[src/rtl/axi_lite_reg_slave_pkg.sv]
// Shared types and constants for the AXI4-Lite register slave.
package axi_lite_reg_slave_pkg;

  localparam int ADDR_W      = 12;
  localparam int DATA_W      = 8;
  localparam int BUFFER_SIZE = 4096;
  localparam int ID_OFFSET   = 0;

  typedef logic [ADDR_W-1:0]               addr_t;
  typedef logic [DATA_W-1:0]               data_t;
  typedef logic                            strb_t;
  typedef logic [1:0]                      resp_t;
  typedef logic [$clog2(BUFFER_SIZE)-1:0]  reg_idx_t;

  localparam resp_t RESP_OKAY   = 2'b00;
  localparam resp_t RESP_EXOKAY = 2'b01;
  localparam resp_t RESP_SLVERR = 2'b10;
  localparam resp_t RESP_DECERR = 2'b11;

  typedef enum logic [2:0] {
    IDLE,
    RADDR,
    RDATA,
    WADDR,
    WDATA,
    WRESP
  } state_type;

  typedef struct packed {
    addr_t ar_addr;
    logic  ar_valid;
    logic  r_ready;
    addr_t aw_addr;
    logic  aw_valid;
    data_t w_data;
    strb_t w_strb;
    logic  w_valid;
    logic  b_ready;
  } axi_lite_bus_t;

endpackage

[src/rtl/axi_lite_reg_slave_if.sv]
// AXI4-Lite channel bundle between interconnect (master) and register slave.
interface axi_lite_reg_slave_if;
  import axi_lite_reg_slave_pkg::*;

  addr_t ar_addr;
  logic  ar_valid;
  logic  ar_ready;
  data_t r_data;
  resp_t r_resp;
  logic  r_valid;
  logic  r_ready;
  addr_t aw_addr;
  logic  aw_valid;
  logic  aw_ready;
  data_t w_data;
  strb_t w_strb;
  logic  w_valid;
  logic  w_ready;
  resp_t b_resp;
  logic  b_valid;
  logic  b_ready;

  modport slave (
    input  ar_addr, ar_valid, r_ready, aw_addr, aw_valid,
    input  w_data, w_strb, w_valid, b_ready,
    output ar_ready, r_data, r_resp, r_valid, aw_ready, w_ready,
    output b_resp, b_valid
  );

  modport master (
    output ar_addr, ar_valid, r_ready, aw_addr, aw_valid,
    output w_data, w_strb, w_valid, b_ready,
    input  ar_ready, r_data, r_resp, r_valid, aw_ready, w_ready,
    input  b_resp, b_valid
  );

endinterface

[src/rtl/axi_lite_addr_decode.sv]
// Window decode shared by read and write paths; offset wraps modulo 4096,
// so addresses below the base land high and miss.
module axi_lite_addr_decode
  import axi_lite_reg_slave_pkg::*;
#(
  parameter addr_t BASE_ADDR = 12'h000,
  parameter int    NUM_REGS  = 16
) (
  input  addr_t    i_addr,
  input  logic     i_is_write,
  output logic     o_hit,
  output reg_idx_t o_offset,
  output resp_t    o_resp
);

  localparam reg_idx_t LIMIT = reg_idx_t'(NUM_REGS);

  always_comb begin
    o_offset = reg_idx_t'(i_addr - BASE_ADDR);
    o_hit    = (o_offset < LIMIT);
    if (!o_hit)
      o_resp = RESP_DECERR;
    else if (i_is_write && (o_offset == reg_idx_t'(ID_OFFSET)))
      o_resp = RESP_SLVERR;
    else
      o_resp = RESP_OKAY;
  end

endmodule

[src/rtl/axi_lite_reg_slave.sv]
// AXI4-Lite slave: one transaction at a time into a window of 8-bit registers,
// register 0 is a read-only ID.
module axi_lite_reg_slave
  import axi_lite_reg_slave_pkg::*;
#(
  parameter addr_t BASE_ADDR = 12'h000,
  parameter int    NUM_REGS  = 16,
  parameter data_t ID_VALUE  = 8'hA5
) (
  input  logic                 aclk,
  input  logic                 areset_n,
  axi_lite_reg_slave_if.slave  axi
);

  state_type r_state;
  state_type w_next;
  logic      r_last_rd;
  addr_t     r_waddr;
  data_t     r_rdata;
  resp_t     r_rresp;
  resp_t     r_bresp;
  data_t     r_regs [NUM_REGS];

  logic      w_ar_hs;
  logic      w_aw_hs;
  logic      w_w_hs;
  addr_t     w_dec_addr;
  logic      w_dec_is_write;
  logic      w_hit;
  reg_idx_t  w_off;
  resp_t     w_dec_resp;
  data_t     w_rd_data;

  assign w_ar_hs = (r_state == RADDR) && axi.ar_valid;
  assign w_aw_hs = (r_state == WADDR) && axi.aw_valid;
  assign w_w_hs  = (r_state == WDATA) && axi.w_valid;

  // The decoder sees the live AR address while in RADDR and the latched AW address otherwise.
  assign w_dec_addr     = (r_state == RADDR) ? axi.ar_addr : r_waddr;
  assign w_dec_is_write = (r_state != RADDR);

  axi_lite_addr_decode #(
    .BASE_ADDR (BASE_ADDR),
    .NUM_REGS  (NUM_REGS)
  ) u_decode (
    .i_addr     (w_dec_addr),
    .i_is_write (w_dec_is_write),
    .o_hit      (w_hit),
    .o_offset   (w_off),
    .o_resp     (w_dec_resp)
  );

  always_comb begin
    w_rd_data = '0;
    if (w_hit) begin
      if (w_off == reg_idx_t'(ID_OFFSET)) begin
        w_rd_data = ID_VALUE;
      end else begin
        for (int unsigned i = 1; i < NUM_REGS; i++) begin
          if (w_off == reg_idx_t'(i)) w_rd_data = r_regs[i];
        end
      end
    end
  end

  always_ff @(posedge aclk) begin
    if (!areset_n) r_state <= IDLE;
    else           r_state <= w_next;
  end

  always_comb begin
    w_next = r_state;
    case (r_state)
      IDLE: begin
        if (axi.ar_valid && axi.aw_valid) w_next = r_last_rd ? WADDR : RADDR;
        else if (axi.ar_valid)            w_next = RADDR;
        else if (axi.aw_valid)            w_next = WADDR;
      end
      RADDR:   if (w_ar_hs)       w_next = RDATA;
      RDATA:   if (axi.r_ready)   w_next = IDLE;
      WADDR:   if (w_aw_hs)       w_next = WDATA;
      WDATA:   if (w_w_hs)        w_next = WRESP;
      WRESP:   if (axi.b_ready)   w_next = IDLE;
      default:                    w_next = IDLE;
    endcase
  end

  always_comb begin
    axi.ar_ready = 1'b0;
    axi.r_valid  = 1'b0;
    axi.aw_ready = 1'b0;
    axi.w_ready  = 1'b0;
    axi.b_valid  = 1'b0;
    case (r_state)
      RADDR:   axi.ar_ready = 1'b1;
      RDATA:   axi.r_valid  = 1'b1;
      WADDR:   axi.aw_ready = 1'b1;
      WDATA:   axi.w_ready  = 1'b1;
      WRESP:   axi.b_valid  = 1'b1;
      default: ;
    endcase
  end

  assign axi.r_data = r_rdata;
  assign axi.r_resp = r_rresp;
  assign axi.b_resp = r_bresp;

  always_ff @(posedge aclk) begin
    if (!areset_n) begin
      r_last_rd <= 1'b0;
      r_waddr   <= '0;
      r_rdata   <= '0;
      r_rresp   <= RESP_OKAY;
      r_bresp   <= RESP_OKAY;
      for (int unsigned i = 1; i < NUM_REGS; i++) r_regs[i] <= '0;
    end else begin
      if (w_ar_hs) begin
        r_rdata   <= w_rd_data;
        r_rresp   <= w_dec_resp;
        r_last_rd <= 1'b1;
      end
      if (w_aw_hs) begin
        r_waddr   <= axi.aw_addr;
        r_last_rd <= 1'b0;
      end
      if (w_w_hs) begin
        r_bresp <= w_dec_resp;
        // Offset 0 never matches here, so the ID register stays read-only.
        for (int unsigned i = 1; i < NUM_REGS; i++) begin
          if ((w_off == reg_idx_t'(i)) && axi.w_strb) r_regs[i] <= axi.w_data;
        end
      end
    end
  end

endmodule

[src/flat_wrapper.sv]
// flat-port wrapper written by rule: the top's interface ports become plain ports
module axi_lite_reg_slave_flat import axi_lite_reg_slave_pkg::*;
#(
  parameter addr_t BASE_ADDR = 12'h000,
  parameter int    NUM_REGS  = 16,
  parameter data_t ID_VALUE  = 8'hA5
)
  (aclk, areset_n, axi_ar_addr, axi_ar_valid, axi_r_ready, axi_aw_addr, axi_aw_valid, axi_w_data, axi_w_strb, axi_w_valid, axi_b_ready, axi_ar_ready, axi_r_data, axi_r_resp, axi_r_valid, axi_aw_ready, axi_w_ready, axi_b_resp, axi_b_valid);
  axi_lite_reg_slave_if axi_i ();
  input  logic aclk;
  input  logic areset_n;
  input wire logic [$bits(axi_i.ar_addr)-1:0] axi_ar_addr;
  input wire logic [$bits(axi_i.ar_valid)-1:0] axi_ar_valid;
  input wire logic [$bits(axi_i.r_ready)-1:0] axi_r_ready;
  input wire logic [$bits(axi_i.aw_addr)-1:0] axi_aw_addr;
  input wire logic [$bits(axi_i.aw_valid)-1:0] axi_aw_valid;
  input wire logic [$bits(axi_i.w_data)-1:0] axi_w_data;
  input wire logic [$bits(axi_i.w_strb)-1:0] axi_w_strb;
  input wire logic [$bits(axi_i.w_valid)-1:0] axi_w_valid;
  input wire logic [$bits(axi_i.b_ready)-1:0] axi_b_ready;
  output wire logic [$bits(axi_i.ar_ready)-1:0] axi_ar_ready;
  output wire logic [$bits(axi_i.r_data)-1:0] axi_r_data;
  output wire logic [$bits(axi_i.r_resp)-1:0] axi_r_resp;
  output wire logic [$bits(axi_i.r_valid)-1:0] axi_r_valid;
  output wire logic [$bits(axi_i.aw_ready)-1:0] axi_aw_ready;
  output wire logic [$bits(axi_i.w_ready)-1:0] axi_w_ready;
  output wire logic [$bits(axi_i.b_resp)-1:0] axi_b_resp;
  output wire logic [$bits(axi_i.b_valid)-1:0] axi_b_valid;
  assign axi_i.ar_addr = axi_ar_addr;
  assign axi_i.ar_valid = axi_ar_valid;
  assign axi_i.r_ready = axi_r_ready;
  assign axi_i.aw_addr = axi_aw_addr;
  assign axi_i.aw_valid = axi_aw_valid;
  assign axi_i.w_data = axi_w_data;
  assign axi_i.w_strb = axi_w_strb;
  assign axi_i.w_valid = axi_w_valid;
  assign axi_i.b_ready = axi_b_ready;
  assign axi_ar_ready = axi_i.ar_ready;
  assign axi_r_data = axi_i.r_data;
  assign axi_r_resp = axi_i.r_resp;
  assign axi_r_valid = axi_i.r_valid;
  assign axi_aw_ready = axi_i.aw_ready;
  assign axi_w_ready = axi_i.w_ready;
  assign axi_b_resp = axi_i.b_resp;
  assign axi_b_valid = axi_i.b_valid;
  axi_lite_reg_slave #(.BASE_ADDR(BASE_ADDR), .NUM_REGS(NUM_REGS), .ID_VALUE(ID_VALUE)) u_core (.aclk(aclk), .areset_n(areset_n), .axi(axi_i));
endmodule
[config.mk]
export PLATFORM = sky130hd
export DESIGN_NAME = axi_lite_reg_slave_flat
export DESIGN_NICKNAME = d
export VERILOG_FILES = /design/src/rtl/axi_lite_reg_slave_pkg.sv /design/src/rtl/axi_lite_reg_slave_if.sv /design/src/rtl/axi_lite_addr_decode.sv /design/src/rtl/axi_lite_reg_slave.sv /design/src/flat_wrapper.sv
export SDC_FILE = /design/constraint.sdc
export NUM_CORES = 1
export LEC_CHECK = 0
export ABC_AREA = 1
export CAP_MARGIN = 20
export CORE_MARGIN = 4
export CORE_UTILIZATION = 40
export CTS_BUF_LIST = sky130_fd_sc_hd__clkbuf_8
export DETAILED_ROUTE_END_ITERATION = 6
export SLEW_MARGIN = 0
export SYNTH_ARGS = -nofsm -noshare
export SYNTH_HDL_FRONTEND = slang
export SYNTH_HIERARCHICAL = 1
export SYNTH_SLANG_ARGS = --single-unit
[constraint.sdc]
create_clock -name aclk -period 3 [get_ports aclk]
set_input_delay 0.6 -clock aclk [delete_from_list [all_inputs] [get_ports aclk]]
set_output_delay 0.6 -clock aclk [all_outputs]
set_load 0.005 [all_outputs]
# Yosys cells after proc, flatten, opt, wreduce, memory -nomap -nowiden
# Memories as Yosys holds them, arrays and structs flattened.
# Cells that the tools add are included.
[word_totals]
out_inout_bits = 17
ff_bits = 28
n_memories = 1
wordCells = 186
mem_bits_rw = 128
inputBits = 40
[op_classes]
eq_ne = 27
bitwise = 16
reduce_logical = 24
mux = 111
n_lt_le_gt_ge = 1
[memory_table]
columns = ["memory", "depth", "width", "read_ports", "rd_clocked_by_memory_dff", "wr", "line", "source"]
rows = [
  ["u_core.r_regs", 16, 8, 15, 0, 15, "axi_lite_reg_slave.sv:22", "data_t r_regs [NUM_REGS];"],
]
[op_table]
columns = ["operator", "n"]
rows = [
  ["$mux 8", 32],
  ["$eq 12x4->1 const B", 8],
  ["$mux 1", 66],
  ["$eq 12x3->1 const B", 4],
  ["$eq 12x2->1 const B", 2],
  ["$mux 3", 8],
  ["$logic_and 1x1->1", 20],
  ["$pmux 3 s6", 1],
  ["$or 1x1->1", 15],
  ["$eq 12x1->1 const B", 1],
  ["$logic_not 12->1", 1],
  ["$lt 12x5->1 const B", 1],
  ["$mux 12", 1],
  ["$eq 3x2->1 const B", 2],
  ["$eq 3x3->1 const B", 2],
  ["$mux 2", 3],
  ["$ne 2x1->1 const B", 3],
  ["$reduce_and 6->1", 1],
  ["$ne 2x2->1 const B", 2],
  ["$ne 4x3->1 const B", 1],
  ["$eq 3x1->1 const B", 1],
  ["$logic_not 3->1", 1],
  ["$ne 3x1->1 const B", 1],
  ["$reduce_or 2->1", 1],
  ["$not 1->1", 1],
]

# Longest topological paths before layout
# Gate-level depths: netlist of the first run.
[logic_depth]
depth_word = 20
ltp_mapped = 26
ltp_nobuf = 22

# Hierarchy
# The synthesis of the first run kept the hierarchy.
[by_module_without_submodules]
columns = ["mod", "area_per_inst_um2", "seq_area_each_um2", "cells_each", "instances"]
rows = [
  ["axi_lite_reg_slave", 6957.9, 4164.0, 765, 1],
  ["axi_lite_addr_decode", 138.9, 0.0, 24, 1],
]

# Worst setup path before layout of the first run
# Ideal clock, no wire load.
[synth_timing]
path_kind = "reg2reg"
startpoint = "reg u_core.r_state[0]"
endpoint = "mem u_core/r_regs[0][56] (netlist bit) (enable)"
arrival_ps = 2778
stages_incl_launch_ff = 16
period_less_slack_ps = 3162
path_buffers = 3
t_required_ps = 2616
setup_time_ps = 384
setup_slack_ps = -162
path_cell_list = "dfxtp_1 > inv_1 > nor3_1 > buf_2 > clkbuf_1 > o21ai_0 > buf_4 > inv_1 > nand2_1 > nor2_4 > nand2_2 > inv_2 > nand2_1 > nor2_4 > inv_1 > o21ai_0"
[synth_rtl]
columns = ["item", "line", "source"]
rows = [
  ["start, declared", "axi_lite_reg_slave.sv:15", "state_type r_state;"],
  ["start signal, assigned", "axi_lite_reg_slave.sv:68", "else r_state <= w_next;"],
  ["end, declared", "axi_lite_reg_slave.sv:22", ""],
]

# Final worst setup path of the first run
[layout_timing]
startpoint = "reg u_core.r_state[2]"
endpoint = "reg u_core.r_rdata[4], in the netlist u_core/axi.r_data[4]"
[layout_via]
elab_chain_len = 20
word_cells_on_any_way = 37
classes_between = "1 x order compare; 16 x eq/ne; 18 x mux; 2 x reduce/logical"
[layout_lines]
columns = ["item", "line", "source"]
rows = [
  ["$eq 3x1->1 (*)", "axi_lite_reg_slave.sv:39", "assign w_dec_addr = (r_state == RADDR) ? axi.ar_addr : r_waddr;"],
  ["$mux 12 (*)", "axi_lite_reg_slave.sv:39", ""],
  ["via u_core.w_dec_addr[0]", "axi_lite_reg_slave.sv:27", "addr_t w_dec_addr;"],
  ["$eq 12x1->1", "axi_lite_reg_slave.sv:60", "if (w_off == reg_idx_t'(i)) w_rd_data = r_regs[i];"],
  ["$mux 8 (15 in series)", "axi_lite_reg_slave.sv:60", ""],
  ["$mux 8", "axi_lite_reg_slave.sv:56", "if (w_off == reg_idx_t'(ID_OFFSET)) begin"],
  ["$mux 8 (*)", "axi_lite_reg_slave.sv:55", "if (w_hit) begin"],
  ["end signal, assigned", "axi_lite_reg_slave.sv:118", "r_rdata <= w_rd_data;"],
  ["end, declared", "axi_lite_reg_slave.sv:19", "data_t r_rdata;"],
]
# Mark *: on every way through the listed nets, which the timed path passes. The rest lies on a longest branch.
# A chain may end at the register's enable or synchronous reset.

==> impl_metrics.csv, run 1 <==
group,metric,value,unit
power_and_ir_drop,power_frac_clock,0.236,
die,die_w,141.2,µm
power_and_ir_drop,power_leakage,3.569,nW
placed_design,placed_area,8343,µm²
grt,grt_pass1_vias,5555,
sta,max_slew.worst_pin.slew,802.4,ps
clock_network,insertion_delay,450,ps
cells_and_area,fin_util,0.5219,
grt,grt_pass1_wl,30.14,mm
cells_and_area,fin_area,9059,µm²
cells_and_area,multi_input_comb_area,2633,µm²
cells_and_area,nets,953,
placed_design,gp_congestion,0.9141,
power_and_ir_drop,total_power,6.066,mW
detailed_routing,drt_iter0_drc,467,
clock_network,cts_tree,"yes",
detailed_routing,antenna_left,0,
sta,tns,0,ps
grt,grt_max_degree,48,
yosys,synth_top_family_by_area,"simple AND/OR/NAND/NOR gates",
sta,setup_violations,0,
clock_network,clockBufferDepth,2,
yosys,synth_flop_cell,"edfxtp_1",
yosys,yosys.area_share.simple,0.2891,
critical_path,path_class,"reg2reg",
clock_network,cts_sinks,148,
cells_and_area,num-fill-cells,1606,
sta,maxSlewHeadroom,0.4645,
yosys,synthTopCellsByArea,"edfxtp_1 (51%), nor2_1 (9.9%), dfxtp_1 (7.9%), nand2_1 (7.7%), inv_1 (3.6%)",
cells_and_area,antennaDiodeCount,0,
power_and_ir_drop,p_sw_frac,0.3485,
critical_path,crit_required,3330,ps
detailed_routing,vias,5775,
sta,period_needed,2865,ps
detailed_routing,firstDrtPassIters,7,
yosys,synth_top_area_share,0.5078,
yosys,yosysWarnings,6,
sta,setup_slack,135.4,ps
placed_design,dp_slack,-373.1,ps
grt,overflow,0,
yosys,seq_area_frac_synth,0.5867,
detailed_routing,drt-total-wl,19.31,mm
critical_path,crit_path_max_fanout,6,
yosys,yosysUniqueCellTypes,33,
status,run_status,"finished clean",
die,die_h,141.2,µm
yosys,synth-xor-area-share,0,
grt,antenna_found_initial,0,
power_and_ir_drop,comb_power_share,0.374,
clock_network,path_clk_slew,80,ps
sta,final.setup_skew,8.371,ps
critical_path,worstPathArrival,3190,ps
sta,period_share,0.9549,
clock_network,htreeDepth,4,
yosys,synth_nets,829,
power_and_ir_drop,ir_drop,0.0004190,V
yosys,synth_compound_gate_area_share,0.05324,
cells_and_area,areaGrowthSynthToFinish,27.64,%
cells_and_area,drive_gt1_frac,0.2257,
yosys,synth_mux_area_frac,0,
yosys,synth.avg_cell_area,8.995,µm²
job,maxCapViolCount,0,
power_and_ir_drop,p_int,3.952,mW
die,num_rows,48,
sta,finalMaxSlewViolations,0,
power_and_ir_drop,p_sw,2.114,mW
cells_and_area,layout.area.seq,4167,µm²
cells_and_area,final_cells,1151,
sta,rsz0062_at_grt,"true",
placed_design,dp_hpwl,13.48,mm
die,core_region_area,17360,µm²
detailed_routing,avgRoutedWirePerCell,16.77,µm
placed_design,dp.cells,1105,
sta,holdWs,456.4,ps
detailed_routing,drc,0,
sta,clock.fmax,349.1,MHz
detailed_routing,vias_per_cell,5.017,
clock_network,cts_made_buffers,17,
yosys,synthCells,789,
yosys,synth_area,7097,µm²
yosys,async_reset_ff_frac,0,
yosys,synth_fa_ha_area_frac,0,
worst_hold_path,hold_path.class,"reg2reg",
die,initial_core_util,0.4089,
critical_path,cp-start-kind,"flip-flop",
yosys,yosys.area.top_type,"edfxtp_1",
die,dieArea,19940,µm²
yosys,synth_seq_cells,148,
critical_path,endpoint_kind,"flip-flop",
yosys,synth-edff-count,120,
sta,hold_viol_final,0,
power_and_ir_drop,power_frac_seq,0.390,
grt,grt_usage,0.1966,
die,ios,57,
placed_design,portBuffers,56,
clock_network,cts-root-buf,"clkbuf_8",
power_and_ir_drop,power.density,669.7,nW/µm²
final cells by class:
cell class | count | share of cell area
clock buffer | 18 | 0.02735
clock inverter | 14 | 0.01243
inverter | 81 | 0.03522
multi-input combinational | 523 | 0.2906
sequential | 148 | 0.4599
tap | 225 | 0.03108
timing repair buffer | 142 | 0.1434
cell usage in the layout (no fill, tap or decap), types with 3 or more instances in the layout:
| cell | instances |
|---|---|
| nor2_1 | 179 |
| nand2_1 | 135 |
| edfxtp_1 | 120 |
| buf_4 | 74 |
| inv_1 | 68 |
| clkdlybuf4s50_1 | 55 |
| a21oi_1 | 30 |
| nand4_1 | 29 |
| dfxtp_1 | 26 |
| nand3_1 | 25 |
| o21ai_0 | 20 |
| clkbuf_8 | 18 |
| nand3_2 | 18 |
| nor2_2 | 14 |
| nand2_2 | 13 |
| inv_2 | 12 |
| o21ai_2 | 7 |
| nor3_1 | 7 |
| inv_4 | 6 |
| o21ai_1 | 6 |
| buf_6 | 6 |
| nor2_4 | 5 |
| buf_12 | 4 |
| nor4_1 | 4 |
| clkinv_2 | 3 |
| nor3_4 | 3 |
| nor3_2 | 3 |
| nor4_2 | 3 |
flip-flops by register name, summed over array words and instances, names as in the netlist:
name               flops
u_core/r_regs        120
u_core/axi.b_resp      2
u_core/r_state         3
u_core/axi.r_resp      2
u_core/r_waddr        12
u_core/axi.r_data      8
u_core/r_last_rd       1
cells in the mapped netlist (12+ instances only):
cell      count
nand3_2      12
nand4_1      29
inv_1        68
nand2_1     146
a21oi_1      32
buf_4        13
dfxtp_1      28
o21ai_0      35
nor2_1      187
nand3_1      31
clkbuf_1     18
edfxtp_1    120
inv_2        13
logic make-up (layout without fill, tap and decap cells):
logic type	Yosys count	after routing
AOI/OAI and AO/OA	73	73
buffers and inverters	118	255
DFF	148	148
and+or+nand+nor	450	450
power by group through the flow:
| stage | Combinational [mW] | Sequential [mW] | Clock [mW] |
|---|---|---|---|
| after global routing | 2.46 | 2.38 | 1.56 |
| after detailed placement | 1.88 | 2.41 | 0 |
| after global placement | 1.88 | 2.40 | 0 |
| final | 2.27 | 2.37 | 1.43 |
| after floorplan | 1.07 | 2.40 | 0 |
| after CTS | 2.01 | 2.36 | 1.47 |
repair_timing:
action	CTS	global route
pin swaps	7	39
gates resized for setup	21	58
hold buffers	0	0
setup endpoints to repair	4	8
cloned	0	1
hold endpoints to repair	0	0
buffers inserted	6	9
layer usage:
layer | wire length, µm | vias to the layer above | global-route usage | part of all wire
li1 | - | 2852 | - | -
met1 | 8776 | 2726 | 0.2659 | 0.45
met2 | 9282 | 177 | 0.3200 | 0.48
met3 | 974 | 20 | 0.03969 | 0.050
met4 | 274 | 0 | 0.05966 | 0.014
met5 | 0 | - | 0 | 0
critical path: stages (launching register included):
cell     delay (ps)
dfxtp_2         340
nor3_4          210
buf_12          160
buf_6           110
nand2_2          40
o21ai_1          70
buf_4           150
nand2_4          60
inv_4            70
nand2_4          40
buf_6           130
inv_4            70
nand2_8          50
or2_0           230
nand3_2          70
nand4_1         140
nor2_2          160
nand4_1         120
nor2_1          160
nand4_1         170
nand2_1         100
a21oi_1          60
path summary, 6_finish.rpt:
| check | from | end | slack (ps) | cells after the start |
|---|---|---|---|---|
| worst min register to register | u_core/r_waddr[0] | u_core/r_waddr[0] | 460 | 2 |
| worst max register to register | u_core/r_state[2] | u_core/axi.r_data[4] | 140 | 21 |
| worst min-delay path | u_core/r_waddr[0] | u_core/r_waddr[0] | 460 | 2 |
| worst max-delay path | u_core/r_state[2] | u_core/axi.r_data[4] | 140 | 21 |
(Power assumes the default switching activity.)
==> inputs of run 2 (changes only) <==
==> constraint.sdc (replaced) <==
create_clock -name aclk -period 2.5 [get_ports aclk]
set_input_delay 0.5 -clock aclk [delete_from_list [all_inputs] [get_ports aclk]]
set_output_delay 0.5 -clock aclk [all_outputs]
set_load 0.005 [all_outputs]
==> impl_metrics.csv, run 2 (same netlist as run 1, synthesis figures left out) <==
group,metric,value,unit
sta,period_needed,2809,ps
power_and_ir_drop,total_power,7.877,mW
grt,grt_pass1_vias,5750,
detailed_routing,vias_per_cell,5.036,
clock_network,hold_buffers,0,
cells_and_area,fin_area,9723,µm²
detailed_routing,antenna_left,0,
sta,clock.fmax,356.0,MHz
cells_and_area,nets,983,
grt,grt_usage,0.1995,
cells_and_area,layout_commonest_cell,"nor2_1",
worst_hold_path,hold_path.class,"in2reg",
sta,holdWs,361.3,ps
status,violations,"setup timing",
die,ios,57,
placed_design,placed_area,8635,µm²
cells_and_area,areaGrowthSynthToFinish,37.01,%
critical_path,path_class,"reg2reg",
critical_path,crit_path_max_fanout,6,
cells_and_area,regMostFlops,"u_core/r_regs",
cells_and_area,antennaDiodeCount,0,
clock_network,path_clk_slew,80,ps
power_and_ir_drop,power_leakage,3.827,nW
detailed_routing,vias,5947,
grt,overflow,0,
placed_design,dp.cells,1137,
detailed_routing,drc,0,
critical_path,cp-start-kind,"flip-flop",
cells_and_area,drive_gt1_frac,0.2929,
die,die_h,141.2,µm
grt,grt_max_degree,33,
sta,maxSlewHeadroom,0.5132,
sta,setup_violations,32,
die,core_region_area,17360,µm²
sta,rsz0062_at_grt,"true",
detailed_routing,avgRoutedWirePerCell,16.65,µm
detailed_routing,drt_iter0_drc,412,
sta,hold_viol_final,0,
power_and_ir_drop,power.density,810.1,nW/µm²
clock_network,cts_tree,"yes",
die,num_rows,48,
die,die_w,141.2,µm
sta,finalMaxSlewViolations,0,
sta,setup_slack,-309.2,ps
sta,period_share,1.124,
cells_and_area,final_cell_mix,"nor2_1 (164), nand2_1 (133), edfxtp_1 (120)",
die,dieArea,19940,µm²
placed_design,dp_hpwl,13.63,mm
grt,grt_pass1_wl,30.61,mm
sta,final.setup_skew,9.562,ps
cells_and_area,fin_util,0.5602,
status,run_status,"finished with violations",
clock_network,clockBufferDepth,2,
placed_design,portBuffers,56,
placed_design,gp_congestion,0.8497,
critical_path,crit_required,2840,ps
sta,tns,-3147,ps
sta,max_slew.worst_pin.slew,729.4,ps
job,maxCapViolCount,0,
critical_path,worstPathArrival,3150,ps
clock_network,insertion_delay,460,ps
cells_and_area,largest_reg_flops,120,
clock_network,htreeDepth,4,
clock_network,cts_sinks,148,
grt,antenna_found_initial,0,
die,initial_core_util,0.4089,
cells_and_area,final_cells,1181,
power_and_ir_drop,ir_drop,0.0005496,V
critical_path,endpoint_kind,"flip-flop",
detailed_routing,drt-total-wl,19.67,mm
clock_network,cts_made_buffers,17,
detailed_routing,firstDrtPassIters,6,
clock_network,cts-root-buf,"clkbuf_8",
placed_design,dp_slack,-684.8,ps
## run 2: layout make-up
cell class	instances	area, µm²
multi-input combinational	523	2913
tap	225	281.5
timing repair buffer	172	1627
inverter	81	311.5
clock inverter	15	188.9
clock buffer	17	234.0
fill	1542	7634
sequential	148	4168
## run 2: worst max-delay path: stages (launching register included)
cell,delay [ps]
dfxtp_2,340
nor3_4,250
buf_6,170
buf_16,130
buf_4,120
o21ai_4,80
inv_2,70
nand2_2,60
nor2_1,200
nand2_1,190
nand2_1,110
inv_1,40
nand2_1,90
nand4_1,100
nor2_1,130
nand4_1,160
nor2_1,150
nand2_1,80
nand2_1,70
nand2_1,50
nand2_1,60
a21oi_1,50
## run 2: repair_timing
action	CTS	global route
endpoints found under the setup margin	66	171
resized for setup	64	68
gates cloned	1	1
setup buffers	6	4
pin swaps	19	29
endpoints found under the hold margin	0	0
## run 2: metal layers
metal  share of wire  vias to the layer above  global-route usage
li1                -                     2928                   -
met5               0                        -                   0
met3           0.051                       17             0.04003
met2            0.49                      185              0.3253
met4           0.013                        0             0.05864
met1            0.45                     2817              0.2704
## run 2: power by group
part	total, mW	internal [mW]	switching [mW]
Combinational	3.03	1.28	1.75
Sequential	2.84	2.78	0.0535
Clock	2.00	1.08	0.923
Total	7.88	5.15	2.73
## run 2: final timing paths
| path | startpoint | endpoint | slack (ps) | depth (start not counted) |
|---|---|---|---|---|
| setup reg to reg | u_core/r_state[2] | u_core/axi.r_data[6] | -310 | 21 |
| setup / recovery | u_core/r_state[2] | u_core/axi.r_data[6] | -310 | 21 |
| hold reg to reg | u_core/r_waddr[0] | u_core/r_waddr[0] | 460 | 2 |
| hold / removal | areset_n | u_core/axi.b_resp[1] | 360 | 3 |
==> edit (flow settings as in run 2) <==
Change the package constant `ADDR_W` from 12 to 11.
--- a/src/rtl/axi_lite_reg_slave_pkg.sv
+++ b/src/rtl/axi_lite_reg_slave_pkg.sv
@@ -1,7 +1,7 @@
 // Shared types and constants for the AXI4-Lite register slave.
 package axi_lite_reg_slave_pkg;
 
-  localparam int ADDR_W      = 12;
+  localparam int ADDR_W      = 11;
   localparam int DATA_W      = 8;
   localparam int BUFFER_SIZE = 4096;
   localparam int ID_OFFSET   = 0;
Interface: changed (resized axi_ar_addr and axi_aw_addr); port bits go from 57 to 55. No check against the original RTL was run, so the function may have changed too.
==> edit against run 2 <==
The run still ends with setup timing left; maximum frequency fell by 1.9%; largest cell class unchanged; routed wire length rose by 4.4%; cell area rose by 4.1%; total power rose by 5.1%; critical path type unchanged; worst setup slack got worse by 54 ps; area after synthesis fell by 0.67%; clock skew rose by 3.0 ps; highest routed layer unchanged; sequential cell count fell by 1.
==> edit: results (changes against run 2) <==
- The routing usage on met3 is 0.0404 (+0.000339).
- The flow ran to the end, but the final reports show violations.
- The setup slack of the critical path after layout is -363 ps (-54.2 ps).
- The total length of routed met2 wires came to 10.3 mm (+7.5%).
- The switching power total was 2.92 mW (+7.0%).
- The total setup violations reported at the end of the flow is 86 (+170%).
- By area the synthesized netlist is led by sky130_fd_sc_hd__edfxtp_1 51%, sky130_fd_sc_hd__nor2_1 9.7%, sky130_fd_sc_hd__dfxtp_1 7.7%.
- The sequential fraction of the synthesis area is 0.588 (+0.00112).
- The met2 usage is 0.350 (+0.0247).
- For hold timing, the worst endpoint is u_core/axi.r_resp[1]$_SDFFE_PN0P_.
- The checks that failed: setup timing.
- The path class of the tightest hold or removal check is reg2reg.
- The depth of the most critical reg-to-reg path is 17 (-19%).
- The layout net count is 976 (-0.71%).
- In the synthesized netlist, the cells that appear most often are 183 x sky130_fd_sc_hd__nor2_1, 123 x sky130_fd_sc_hd__nand2_1, 120 x sky130_fd_sc_hd__edfxtp_1.
- The worst hold slack is 464 ps (+103 ps).
- The cell area reported after detailed placement is 8640 um^2 (about the same).
- The global-route wire length before repair came to 31.6 mm (+3.1%).
- The total via count in the routed design is 6062 (+1.9%).
- The share of cells above drive strength 1 is 0.372 (+0.0794).
- The distinct cell type count of the synthesized netlist was 37 (+12%).
- The routed length on met1 is 8.81 mm (-0.50%).
- The global-route usage over all layers is 0.205 (+0.00578).
- The largest driver fanout on the critical path is 8 (+2).
- The post-placement setup slack was -608 ps (+77.1 ps).
- The total wire length is 20.5 mm (+4.4%).
- The maximum number of pins on one net before global-route repair is 23 (-30%).
- The total instance count after detailed placement is 1107 (-2.6%).
-- edit: power by group through the flow --
stage / combinational, mW / sequential (mW) / clock [mW]
4_1_cts: 3.19 / 2.83 / 1.97
5_1_grt: 3.74 / 2.85 / 2.08
3_3_place_gp: 2.48 / 2.87 / 0
2_1_floorplan: 1.48 / 2.87 / 0
6_report: 3.51 / 2.83 / 1.94
3_5_place_dp: 2.51 / 2.88 / 0
-- edit: timing repair --
item,in CTS,in global routing
hold buffers,0,0
buffers inserted,21,15
gates cloned,2,0
gates resized for setup,95,116
pin swaps,35,51
endpoints found under the setup margin,105,194
-- edit: logic make-up after synthesis --
| group | synth area share |
|---|---|
| flops | 0.588 |
| compound gates | 0.0580 |
| simple gates | 0.285 |
| buf+inv | 0.0689 |
| other cells | 0.000532 |
-- edit: layout make-up --
type	instances	area, um^2
fill	1434	7170
sequential	147	4150
multi-input combinational	505	3110
timing repair buffer	193	1870
inverter	74	300
tap	225	282
clock buffer	17	234
clock inverter	15	181
